[src/rtl/traffic_phase_controller_pkg.sv]
// traffic_pkg: state codes, lamp encodings and direction constants
// shared by the intersection phase sequencer.
package traffic_pkg;

    typedef enum logic [2:0] {
        S_NS_G  = 3'd0,
        S_NS_Y  = 3'd1,
        S_RED1  = 3'd2,
        S_EW_G  = 3'd3,
        S_EW_Y  = 3'd4,
        S_RED2  = 3'd5,
        S_WALK  = 3'd6,
        S_FLASH = 3'd7
    } state_t;

    typedef enum logic {
        DIR_NS = 1'b0,
        DIR_EW = 1'b1
    } dir_t;

    localparam logic [2:0] LIGHT_R   = 3'b100;
    localparam logic [2:0] LIGHT_Y   = 3'b010;
    localparam logic [2:0] LIGHT_G   = 3'b001;
    localparam logic [2:0] LIGHT_OFF = 3'b000;

    // {ns, ew} lamp pattern shown while in state s
    function automatic logic [5:0] head_lights(state_t s, logic blink);
        logic [5:0] r;
        r = {LIGHT_R, LIGHT_R};
        case (s)
            S_NS_G:  r = {LIGHT_G, LIGHT_R};
            S_NS_Y:  r = {LIGHT_Y, LIGHT_R};
            S_EW_G:  r = {LIGHT_R, LIGHT_G};
            S_EW_Y:  r = {LIGHT_R, LIGHT_Y};
            S_FLASH: r = blink ? {LIGHT_Y, LIGHT_R}
                               : {LIGHT_OFF, LIGHT_OFF};
            default: r = {LIGHT_R, LIGHT_R};
        endcase
        return r;
    endfunction

endpackage

[src/rtl/traffic_phase_controller_if.sv]
// Request inputs and lamp/status outputs of the phase sequencer.
// master drives requests; slave is the controller.
interface traffic_phase_controller_if;

    logic       ped_req;
    logic       flash_mode;
    logic [2:0] ns_light;
    logic [2:0] ew_light;
    logic       walk;
    logic       ped_pending;
    logic [2:0] state_dbg;
    logic [7:0] secs_left;

    modport master (
        output ped_req, flash_mode,
        input  ns_light, ew_light, walk,
        input  ped_pending, state_dbg, secs_left
    );

    modport slave (
        input  ped_req, flash_mode,
        output ns_light, ew_light, walk,
        output ped_pending, state_dbg, secs_left
    );

endinterface

[src/rtl/traffic_phase_controller_tick_prescaler.sv]
// tick_prescaler: 1-cycle tick every TICK_DIV clocks;
// clear restarts the count at a phase boundary.
module tick_prescaler #(
    parameter int TICK_DIV = 50_000_000
) (
    input  logic clk,
    input  logic reset_n,
    input  logic clear,
    output logic tick
);

    localparam int W = $clog2(TICK_DIV);
    localparam logic [W-1:0] LAST = W'(TICK_DIV - 1);

    logic [W-1:0] cnt;

    assign tick = (cnt == LAST);

    always_ff @(posedge clk or negedge reset_n) begin
        if (!reset_n)
            cnt <= '0;
        else if (clear || tick)
            cnt <= '0;
        else
            cnt <= cnt + 1'b1;
    end

endmodule

[src/rtl/traffic_phase_controller.sv]
// Intersection phase sequencer with night flash; the pedestrian
// phase and green cut exist only when PED_PHASE_EN is defined.
module traffic_phase_controller
    import traffic_pkg::*;
#(
    parameter int TICK_DIV    = 50_000_000,
    parameter int GREEN_S     = 10,
    parameter int YELLOW_S    = 3,
    parameter int ALLRED_S    = 1,
    parameter int WALK_S      = 8,
    parameter int MIN_GREEN_S = 4
) (
    input  logic clk,
    input  logic reset_n,
    traffic_phase_controller_if.slave bus
);

    localparam logic [7:0] GRN = 8'(GREEN_S);
    localparam logic [7:0] YEL = 8'(YELLOW_S);
    localparam logic [7:0] RED = 8'(ALLRED_S);
    localparam logic [7:0] WLK = 8'(WALK_S);

    state_t     state, nxt;
    dir_t       dir, nxt_dir;
    logic [7:0] secs, nxt_secs;
    logic       blink, nxt_blink;
    logic       pend, nxt_pend;
    logic [2:0] ns_q, ew_q;
    logic       walk_q;
    logic       tick, phase_end;
    logic       cut, ped_go;

    tick_prescaler #(.TICK_DIV(TICK_DIV)) u_tick (
        .clk     (clk),
        .reset_n (reset_n),
        .clear   (phase_end),
        .tick    (tick)
    );

`ifdef PED_PHASE_EN
    // elapsed green seconds including the current one
    assign cut    = pend &&
                    (GREEN_S - int'(secs) + 1 >= MIN_GREEN_S);
    assign ped_go = pend;

    always_comb begin
        nxt_pend = pend;
        if (bus.ped_req && state != S_WALK && state != S_FLASH)
            nxt_pend = 1'b1;
        if (phase_end && (nxt == S_WALK || nxt == S_FLASH))
            nxt_pend = 1'b0;
    end
`else
    logic unused_ped_req;
    assign unused_ped_req = bus.ped_req;
    assign cut            = 1'b0;
    assign ped_go         = 1'b0;
    assign nxt_pend       = 1'b0;
`endif

    always_comb begin
        nxt       = state;
        nxt_secs  = secs;
        nxt_dir   = dir;
        nxt_blink = blink;
        phase_end = 1'b0;
        if (tick) begin
            unique case (state)
                S_NS_G, S_EW_G: begin
                    if (secs == 8'd1 || cut) begin
                        phase_end = 1'b1;
                        nxt = (state == S_NS_G) ? S_NS_Y : S_EW_Y;
                        nxt_secs = YEL;
                    end
                end
                S_NS_Y, S_EW_Y: begin
                    if (secs == 8'd1) begin
                        phase_end = 1'b1;
                        nxt = (state == S_NS_Y) ? S_RED1 : S_RED2;
                        nxt_dir = (state == S_NS_Y) ? DIR_EW : DIR_NS;
                        nxt_secs = RED;
                    end
                end
                S_RED1, S_RED2: begin
                    if (secs == 8'd1) begin
                        phase_end = 1'b1;
                        if (bus.flash_mode) begin
                            nxt = S_FLASH;
                            nxt_secs = 8'd0;
                            nxt_blink = 1'b1;
                        end else if (ped_go) begin
                            nxt = S_WALK;
                            nxt_secs = WLK;
                        end else begin
                            nxt = (dir == DIR_NS) ? S_NS_G : S_EW_G;
                            nxt_secs = GRN;
                        end
                    end
                end
                S_WALK: begin
                    if (secs == 8'd1) begin
                        phase_end = 1'b1;
                        nxt = (dir == DIR_NS) ? S_NS_G : S_EW_G;
                        nxt_secs = GRN;
                    end
                end
                S_FLASH: begin
                    if (!bus.flash_mode) begin
                        phase_end = 1'b1;
                        nxt = S_RED2;
                        nxt_secs = RED;
                        nxt_dir = DIR_NS;
                    end else begin
                        nxt_blink = ~blink;
                    end
                end
            endcase
            // flash holds secs_left at 0
            if (!phase_end && state != S_FLASH)
                nxt_secs = secs - 8'd1;
        end
    end

    always_ff @(posedge clk or negedge reset_n) begin
        if (!reset_n) begin
            state  <= S_RED2;
            secs   <= RED;
            dir    <= DIR_NS;
            blink  <= 1'b0;
            pend   <= 1'b0;
            ns_q   <= LIGHT_R;
            ew_q   <= LIGHT_R;
            walk_q <= 1'b0;
        end else begin
            state        <= nxt;
            secs         <= nxt_secs;
            dir          <= nxt_dir;
            blink        <= nxt_blink;
            pend         <= nxt_pend;
            {ns_q, ew_q} <= head_lights(nxt, nxt_blink);
            walk_q       <= (nxt == S_WALK);
        end
    end

    assign bus.ns_light    = ns_q;
    assign bus.ew_light    = ew_q;
    assign bus.walk        = walk_q;
    assign bus.ped_pending = pend;
    assign bus.state_dbg   = state;
    assign bus.secs_left   = secs;

endmodule

[src/flat_wrapper.sv]
// flat-port wrapper written by rule: the top's interface ports become plain ports
module traffic_phase_controller_flat import traffic_pkg::*;
#(
    parameter int TICK_DIV    = 50_000_000,
    parameter int GREEN_S     = 10,
    parameter int YELLOW_S    = 3,
    parameter int ALLRED_S    = 1,
    parameter int WALK_S      = 8,
    parameter int MIN_GREEN_S = 4
)
  (clk, reset_n, bus_ped_req, bus_flash_mode, bus_ns_light, bus_ew_light, bus_walk, bus_ped_pending, bus_state_dbg, bus_secs_left);
  traffic_phase_controller_if bus_i ();
  input  logic clk;
  input  logic reset_n;
  input wire logic [$bits(bus_i.ped_req)-1:0] bus_ped_req;
  input wire logic [$bits(bus_i.flash_mode)-1:0] bus_flash_mode;
  output wire logic [$bits(bus_i.ns_light)-1:0] bus_ns_light;
  output wire logic [$bits(bus_i.ew_light)-1:0] bus_ew_light;
  output wire logic [$bits(bus_i.walk)-1:0] bus_walk;
  output wire logic [$bits(bus_i.ped_pending)-1:0] bus_ped_pending;
  output wire logic [$bits(bus_i.state_dbg)-1:0] bus_state_dbg;
  output wire logic [$bits(bus_i.secs_left)-1:0] bus_secs_left;
  assign bus_i.ped_req = bus_ped_req;
  assign bus_i.flash_mode = bus_flash_mode;
  assign bus_ns_light = bus_i.ns_light;
  assign bus_ew_light = bus_i.ew_light;
  assign bus_walk = bus_i.walk;
  assign bus_ped_pending = bus_i.ped_pending;
  assign bus_state_dbg = bus_i.state_dbg;
  assign bus_secs_left = bus_i.secs_left;
  traffic_phase_controller #(.TICK_DIV(TICK_DIV), .GREEN_S(GREEN_S), .YELLOW_S(YELLOW_S), .ALLRED_S(ALLRED_S), .WALK_S(WALK_S), .MIN_GREEN_S(MIN_GREEN_S)) u_core (.clk(clk), .reset_n(reset_n), .bus(bus_i));
endmodule
[config.mk]
export PLATFORM = sky130hd
export DESIGN_NAME = traffic_phase_controller_flat
export DESIGN_NICKNAME = d
export VERILOG_FILES = /design/src/rtl/traffic_phase_controller_pkg.sv /design/src/rtl/traffic_phase_controller_if.sv /design/src/rtl/traffic_phase_controller_tick_prescaler.sv /design/src/rtl/traffic_phase_controller.sv /design/src/flat_wrapper.sv
export SDC_FILE = /design/constraint.sdc
export NUM_CORES = 1
export LEC_CHECK = 0
export BUFFER_PORTS_ARGS = -buffer_cell sky130_fd_sc_hd__buf_2
export CAP_MARGIN = 0
export CORE_MARGIN = 2
export CORE_UTILIZATION = 50
export DETAILED_ROUTE_END_ITERATION = 10
export GPL_TIMING_DRIVEN = 1
export PLACE_DENSITY = 0.69
export SYNTH_ARGS = -nofsm -noshare
export SYNTH_HDL_FRONTEND = slang
export SYNTH_SLANG_ARGS = --single-unit
[constraint.sdc]
create_clock -name clk -period 5.43 [get_ports clk]
set_input_delay 1.3575 -clock clk [delete_from_list [all_inputs] [get_ports clk]]
set_output_delay 1.3575 -clock clk [all_outputs]
set_load 0.05 [all_outputs]
==> results of run 1 <==
==> layout by cell type, fill, tap and decap left out, types with 4 or more instances in the layout <==
master,n
sky130_fd_sc_hd__a21oi_1,8
sky130_fd_sc_hd__and3_1,5
sky130_fd_sc_hd__buf_2,20
sky130_fd_sc_hd__clkbuf_8,5
sky130_fd_sc_hd__dfrtp_1,41
sky130_fd_sc_hd__dfstp_2,5
sky130_fd_sc_hd__ha_1,4
sky130_fd_sc_hd__inv_1,8
sky130_fd_sc_hd__nand2_1,21
sky130_fd_sc_hd__nand3_1,19
sky130_fd_sc_hd__nand4_1,7
sky130_fd_sc_hd__nor2_1,28
sky130_fd_sc_hd__nor3_1,5
sky130_fd_sc_hd__o21ai_0,11
sky130_fd_sc_hd__xnor2_1,16
sky130_fd_sc_hd__xor2_1,11
==> power by group <==
| part | internal [W] | total [W] | switching (W) |
|---|---|---|---|
| clock network | 0.000137 | 0.000252 | 0.000115 |
| registers | 0.000342 | 0.000342 | 0 |
| logic | 0.00000101 | 0.0000105 | 0.00000945 |
| total | 0.000481 | 0.000605 | 0.000124 |
==> sequential cells by signal (all words and copies together) (netlist names) <==
signal / cells
u_core.bus.ew_light: 3
u_core.bus.secs_left: 8
u_core.dir: 1
u_core.bus.ns_light: 3
u_core.bus.state_dbg: 3
u_core.blink: 1
u_core.u_tick.cnt: 26
u_core.bus.walk: 1
==> worst max-delay path, delay by kind of cell, from the launching register on <==
family	cells	cell delay, ps
DFF	1	430
AOI/OAI and AO/OA	2	570
and+or+nand+nor	4	1940
==> path summary, 6_finish.rpt <==
kind	endpoint	depth (start not counted)	slack [ps]	from
max	u_core.bus.ns_light[1]	6	2380	u_core.u_tick.cnt[10]
min	u_core.u_tick.cnt[9]	1	500	u_core.u_tick.cnt[9]
max reg2reg	u_core.bus.ns_light[1]	6	2380	u_core.u_tick.cnt[10]
min reg2reg	u_core.u_tick.cnt[9]	1	500	u_core.u_tick.cnt[9]
max in group asynchronous	u_core.u_tick.cnt[2]	1	3580	reset_n
min in group asynchronous	u_core.bus.secs_left[2]	1	1210	reset_n
==> metrics by stage <==
step                      utilization [%]  instance area, sq um
after global routing                 57.2                  2720
after global placement               54.9                  2610
final                                57.2                  2720
after detailed placement             54.9                  2610
after CTS                            57.2                  2720
after floorplan                         -                  2490
==> metal layers <==
layer / wire (um) / up-vias / track usage, %
met4: 62 / 0 / 6.35
met3: 195 / 6 / 4.20
li1: - / 932 / -
met5: 0 / - / 0
met2: 2030 / 41 / 28.2
met1: 2440 / 928 / 27.7
==> cell families after synthesis <==
family	share of synthesized area, %
AND/OR/NAND/NOR	25.2
flip-flops	46.5
AO/OA/AOI/OAI	12.9
XOR/XNOR	9.51
buffers and inverters	3.72
adder cells (fa/ha/maj)	2.01
other	0.151
==> final cells by class <==
| class | count | area, sq um |
|---|---|---|
| Tap cell | 67 | 83.8 |
| Multi-Input combinational cell | 189 | 1240 |
| Inverter | 8 | 30.0 |
| Sequential cell | 46 | 1160 |
| Clock inverter | 2 | 37.5 |
| Fill cell | 462 | 2040 |
| Timing Repair Buffer | 20 | 100 |
| Clock buffer | 6 | 72.6 |
==> flow_summary_export.csv, run 1 <==
group,metric,value,unit
run_status,outcome,"complete, no violations",
yosys,postSynthAreaPerCell,9.75,sq um
cells_and_area,antennaDiodeCount,0,
clocking,cts.htree.levels,2,
power_and_ir_drop,power_per_cell_area,223,nW/um^2
worst_setup_path,crit_chain,"or4b_4 -> nor4_4 -> and2_1 -> a22o_1 -> nor2_1 -> o2bb2ai_1",
clocking,cts_sinks,46,
global_routing,global_route_congestion_overflow_total,0,
timing,timing.final.max_slew_violations,0,
worst_setup_path,cp_max_fo,19,
hold_path,hp-class,"reg2reg",
global_routing,grt_max_degree,47,
cells_and_area,layout_stage_area_growth_over_the_synthesis_result,9.31,%
place,dp.cells,330,
global_routing,globalRouteTotalUtil,19.0,%
cells_and_area,fraction_of_layout_instances_using_a_drive_strength_above_1,16.2,%
drt,num_vias,1907,
clocking,ctsHoldBuffers,0,
floorplanning,floorplan.core_area,4750,sq um
floorplanning,initial_utilization,52.3,%
cells_and_area,finish.net_count,278,
yosys,synth-seq-cells,46,
worst_setup_path,criticalPathCategory,"reg2reg",
timing,relSlewSlack,33.2,%
yosys,yosys.cell_types.count,56,
yosys,post-synth-top-area-cell,"sky130_fd_sc_hd__dfrtp_1",
yosys,synth.yosys.seq_area_share,46.5,%
worst_setup_path,slowest_cell_delay_on_critical_path,720,ps
global_routing,via_count_of_the_first_global_routing_pass,1760,
drt,detailed_route_iter0_violations,124,
yosys,synth_top_cell_area_share,41.2,%
timing,max_clock_freq,328,MHz
yosys,synth-edff-count,0,
worst_setup_path,critical_path_arrival,3230,ps
floorplanning,die-area,5550,sq um
timing,worst_pin_slew,1000,ps
global_routing,initial_antenna_violation_count,0,
yosys,post_synth_main_area_contributors,"sky130_fd_sc_hd__dfrtp_1, sky130_fd_sc_hd__xnor2_1, sky130_fd_sc_hd__dfstp_2",
place,place.detailed.hpwl,3210,um
yosys,syn_nets,263,
floorplanning,ioPinCount,23,
yosys,top_count_cell_post_synth,"sky130_fd_sc_hd__dfrtp_1",
drt,post_drt_wl_per_cell,14.0,um
timing,postLayoutSetupSlackWorst,2380,ps
timing,setup-violations-final,0,
drt,drt-pass1-iter-count,4,
worst_setup_path,start_kind,"flop",
floorplanning,placementRows,25,
drt,remaining_drc_errors,0,
floorplanning,die_width,74.5,um
yosys,synthArstFlopShare,100,%
drt,total_wirelength_of_the_detailed_routed_design,4730,um
place,gp_routability_congestion,0.801,
worst_setup_path,cp-end-kind,"flop",
timing,timing.final.crit_share,56.1,%
clocking,largest_buffer_count_on_any_clock_path,2,
power_and_ir_drop,worst_ir_drop_vdd,0.000203,V
floorplanning,die_h,74.5,um
clocking,cts.clk_slew.worst_paths,90,ps
yosys,synth_top_flop_cell,"sky130_fd_sc_hd__dfrtp_1",
yosys,synth_top_cells_by_count,"sky130_fd_sc_hd__dfrtp_1, sky130_fd_sc_hd__nor2_1, sky130_fd_sc_hd__nand2_1",
cells_and_area,fin_cells,338,
power_and_ir_drop,report.power.total,0.000605,W
clocking,clock_insertion_delay_worst_skew,290,ps
global_routing,first_pass_grt_wire_length,8050,um
yosys,mappedNetlistArea,2490,sq um
worst_setup_path,critical_path_required,5620,ps
clocking,cts_made_buffers,5,
yosys,synthesis.instances,255,
timing,final.min_clock_period,3050,ps
timing,grt_setup_unrepaired,"false",
place,dp_slack,2390,ps
drt,ant_nets,0,
worst_setup_path,timing.critical_path.slowest_stage_cell,"sky130_fd_sc_hd__and2_1",
drt,detail_route.vias_per_cell,5.64,
clocking,postCtsSetupBuffers,0,
flow_run,drv.max_cap_violation_count,0,
clocking,clockRootBuffer,"sky130_fd_sc_hd__clkbuf_8",
clocking,tritoncts,"done",
timing,fin_setup_tns,0,ps
timing,skew,3.13,ps
place,port_buffers,20,
clocking,cts_repair_resize_count,0,
yosys,yosys_warnings,0,
timing,report.final.hold_viol_count,0,
power_and_ir_drop,leakagePower,1.21,nW
timing,whs,498,ps
Power figures use the tool's default switching activity.
==> inputs of run 2 (changes only) <==
--- a/config.mk
+++ b/config.mk
@@ -11,7 +11,7 @@
 export CORE_UTILIZATION = 50
 export DETAILED_ROUTE_END_ITERATION = 10
 export GPL_TIMING_DRIVEN = 1
-export PLACE_DENSITY = 0.69
+export PLACE_DENSITY = 0.72
 export SYNTH_ARGS = -nofsm -noshare
 export SYNTH_HDL_FRONTEND = slang
 export SYNTH_SLANG_ARGS = --single-unit
==> constraint.sdc (replaced) <==
create_clock -name clk -period 2.55 [get_ports clk]
set_input_delay 0.6375 -clock clk [delete_from_list [all_inputs] [get_ports clk]]
set_output_delay 0.6375 -clock clk [all_outputs]
set_load 0.05 [all_outputs]
==> run 2 against run 1 <==
Effect of this change: maximum frequency is 23% higher; sequential share of layout area is 1.1 points lower; clock power is 86% higher; critical path type unchanged; critical endpoint is now u_core.bus.ew_light[2].
==> flow_summary_export.csv, run 2 (synthesis results as in run 1) <==
group,metric,value,unit
timing,max_clock_freq,405,MHz
cells_and_area,fraction_of_layout_instances_using_a_drive_strength_above_1,20.6,%
drt,detailed_route_iter0_violations,122,
clocking,cts_made_buffers,5,
clocking,clockRootBuffer,"sky130_fd_sc_hd__clkbuf_8",
global_routing,global_route_congestion_overflow_total,0,
power_and_ir_drop,power_per_cell_area,437,nW/um^2
worst_setup_path,start_kind,"flop",
power_and_ir_drop,sw_frac_of_total,22.2,%
hold_path,hp-class,"in2async",
power_and_ir_drop,internal-power,0.000950,W
floorplanning,floorplan.core_area,4750,sq um
place,detailed_place.area,2690,sq um
drt,post_drt_wl_per_cell,14.2,um
drt,remaining_drc_errors,0,
timing,skew,5.77,ps
clocking,tritoncts,"done",
floorplanning,die-area,5550,sq um
power_and_ir_drop,share_comb_of_total_power,2.0,%
place,gp_routability_congestion,0.864,
worst_setup_path,cp_max_fo,9,
clocking,cts_sinks,46,
cells_and_area,mostFrequentLayoutCells,"sky130_fd_sc_hd__dfrtp_1, sky130_fd_sc_hd__nor2_1, sky130_fd_sc_hd__nand2_1",
timing,worst_pin_slew,565,ps
global_routing,initial_antenna_violation_count,0,
cells_and_area,finish.net_count,289,
floorplanning,die_width,74.5,um
clocking,largest_buffer_count_on_any_clock_path,2,
power_and_ir_drop,leakagePower,1.27,nW
timing,fin_setup_tns,0,ps
clocking,cts.clk_slew.worst_paths,80,ps
timing,setup-violations-final,0,
place,port_buffers,20,
floorplanning,ioPinCount,23,
global_routing,first_pass_grt_wire_length,8710,um
worst_setup_path,criticalPathCategory,"reg2reg",
timing,timing.final.crit_share,96.7,%
floorplanning,placementRows,25,
timing,final.min_clock_period,2470,ps
power_and_ir_drop,clockPowerShare,38.4,%
run_status,outcome,"complete, no violations",
cells_and_area,layout_stage_area_growth_over_the_synthesis_result,12.3,%
drt,ant_nets,0,
timing,report.final.hold_viol_count,0,
timing,grt_setup_unrepaired,"true",
power_and_ir_drop,worst_ir_drop_vdd,0.000264,V
cells_and_area,final-seq-area,1160,sq um
flow_run,drv.max_cap_violation_count,0,
drt,detail_route.vias_per_cell,5.46,
place,dp_slack,18.7,ps
cells_and_area,largest_register_ffs,26,
cells_and_area,mostFrequentLayoutCell,"sky130_fd_sc_hd__dfrtp_1",
clocking,postCtsSetupBuffers,0,
floorplanning,initial_utilization,52.3,%
cells_and_area,antennaDiodeCount,0,
global_routing,globalRouteTotalUtil,20.4,%
power_and_ir_drop,p_switching,0.000271,W
place,place.detailed.hpwl,3490,um
drt,num_vias,1904,
cells_and_area,layout.filler_cells,446,
floorplanning,die_h,74.5,um
cells_and_area,largest-register,"u_core.u_tick.cnt",
cells_and_area,stdcell_area,2790,sq um
global_routing,via_count_of_the_first_global_routing_pass,1851,
worst_setup_path,critical_path_required,2760,ps
timing,relSlewSlack,62.3,%
cells_and_area,multi_input_comb_area,1240,sq um
drt,total_wirelength_of_the_detailed_routed_design,4940,um
worst_setup_path,cp-end-kind,"flop",
clocking,cts.htree.levels,2,
global_routing,grt_max_degree,47,
drt,drt-pass1-iter-count,4,
worst_setup_path,critical_path_arrival,2680,ps
timing,timing.final.max_slew_violations,0,
clocking,clock_insertion_delay_worst_skew,300,ps
power_and_ir_drop,sequentialPowerShare,59.7,%
timing,postLayoutSetupSlackWorst,83.0,ps
[run 2: cell types whose count changed in the layout (fill, tap and decap cells not counted)]
cell | previous run | this run
sky130_fd_sc_hd__clkbuf_1 | 1 | 0
sky130_fd_sc_hd__or2_0 | 1 | 0
sky130_fd_sc_hd__clkbuf_8 | 5 | 6
sky130_fd_sc_hd__or2_1 | 0 | 1
sky130_fd_sc_hd__a2111oi_0 | 1 | 0
sky130_fd_sc_hd__a2111oi_2 | 0 | 1
sky130_fd_sc_hd__a22o_1 | 1 | 0
sky130_fd_sc_hd__a22o_2 | 0 | 1
sky130_fd_sc_hd__bufinv_16 | 1 | 0
sky130_fd_sc_hd__clkinv_2 | 0 | 1
sky130_fd_sc_hd__buf_4 | 0 | 11
[run 2: stage by stage]
step                std cells  power (W)  util (%)  hold WS (ps)
floorplan                 255   0.000752         -           342
global placement          341   0.000768      56.6           482
detailed placement        341   0.000769      56.6           480
CTS                       349    0.00124      58.6           433
global route              349    0.00127      58.8           471
finish                    349    0.00122      58.8           399
[run 2: metal layers]
layer  vias up  part of all wire [%]  wire (um)  global-route usage (%)
li1        959                     -          -                       -
met1       901                    49       2440                    29.7
met2        38                    46       2260                    30.8
met3         6                   3.3        165                    4.07
met4         0                   1.5         76                    6.75
met5         -                     0          0                       0
[run 2: worst max-delay path, stage by stage, from the launching register on]
cell and delay (ps):
sky130_fd_sc_hd__dfstp_2 580, sky130_fd_sc_hd__ha_1 150, sky130_fd_sc_hd__or3b_2 530, sky130_fd_sc_hd__or2_1 330, sky130_fd_sc_hd__a32oi_1 260, sky130_fd_sc_hd__o22ai_2 210
sky130_fd_sc_hd__nor3b_4 260, sky130_fd_sc_hd__a31oi_2 60
[run 2: what timing repair did]
| item | CTS | global route |
|---|---|---|
| hold buffers | 0 | 0 |
| pin swaps | 0 | 1 |
| endpoints found under the setup margin | 1 | 5 |
| gates resized for setup | 1 | 3 |
[run 2: final cells by class]
type	count	area share (%)
multi-input combinational	189	44.6
timing repair buffer	31	6.54
clock inverter	2	0.448
inverter	8	1.07
tap	67	3.00
sequential	46	41.4
clock buffer	6	2.96
[run 2: worst paths after layout]
check	startpoint	end	slack, ps	cells past startpoint
max	u_core.bus.secs_left[0]	u_core.bus.ew_light[2]	80	7
min	reset_n	u_core.bus.secs_left[7]	400	2
max reg2reg	u_core.bus.secs_left[0]	u_core.bus.ew_light[2]	80	7
min reg2reg	u_core.u_tick.cnt[9]	u_core.u_tick.cnt[9]	490	1
max in group asynchronous	reset_n	u_core.bus.ew_light[2]	1750	2
min in group clk	u_core.u_tick.cnt[9]	u_core.u_tick.cnt[9]	490	1
[run 2: power groups by stage]
stage / Combinational [W] / Clock (W) / Sequential, W
2_1_floorplan: 0.00000822 / 0 / 0.000744
3_3_place_gp: 0.0000246 / 0 / 0.000743
3_5_place_dp: 0.0000252 / 0 / 0.000743
4_1_cts: 0.0000253 / 0.000486 / 0.000729
5_1_grt: 0.0000288 / 0.000516 / 0.000729
6_report: 0.0000238 / 0.000469 / 0.000729
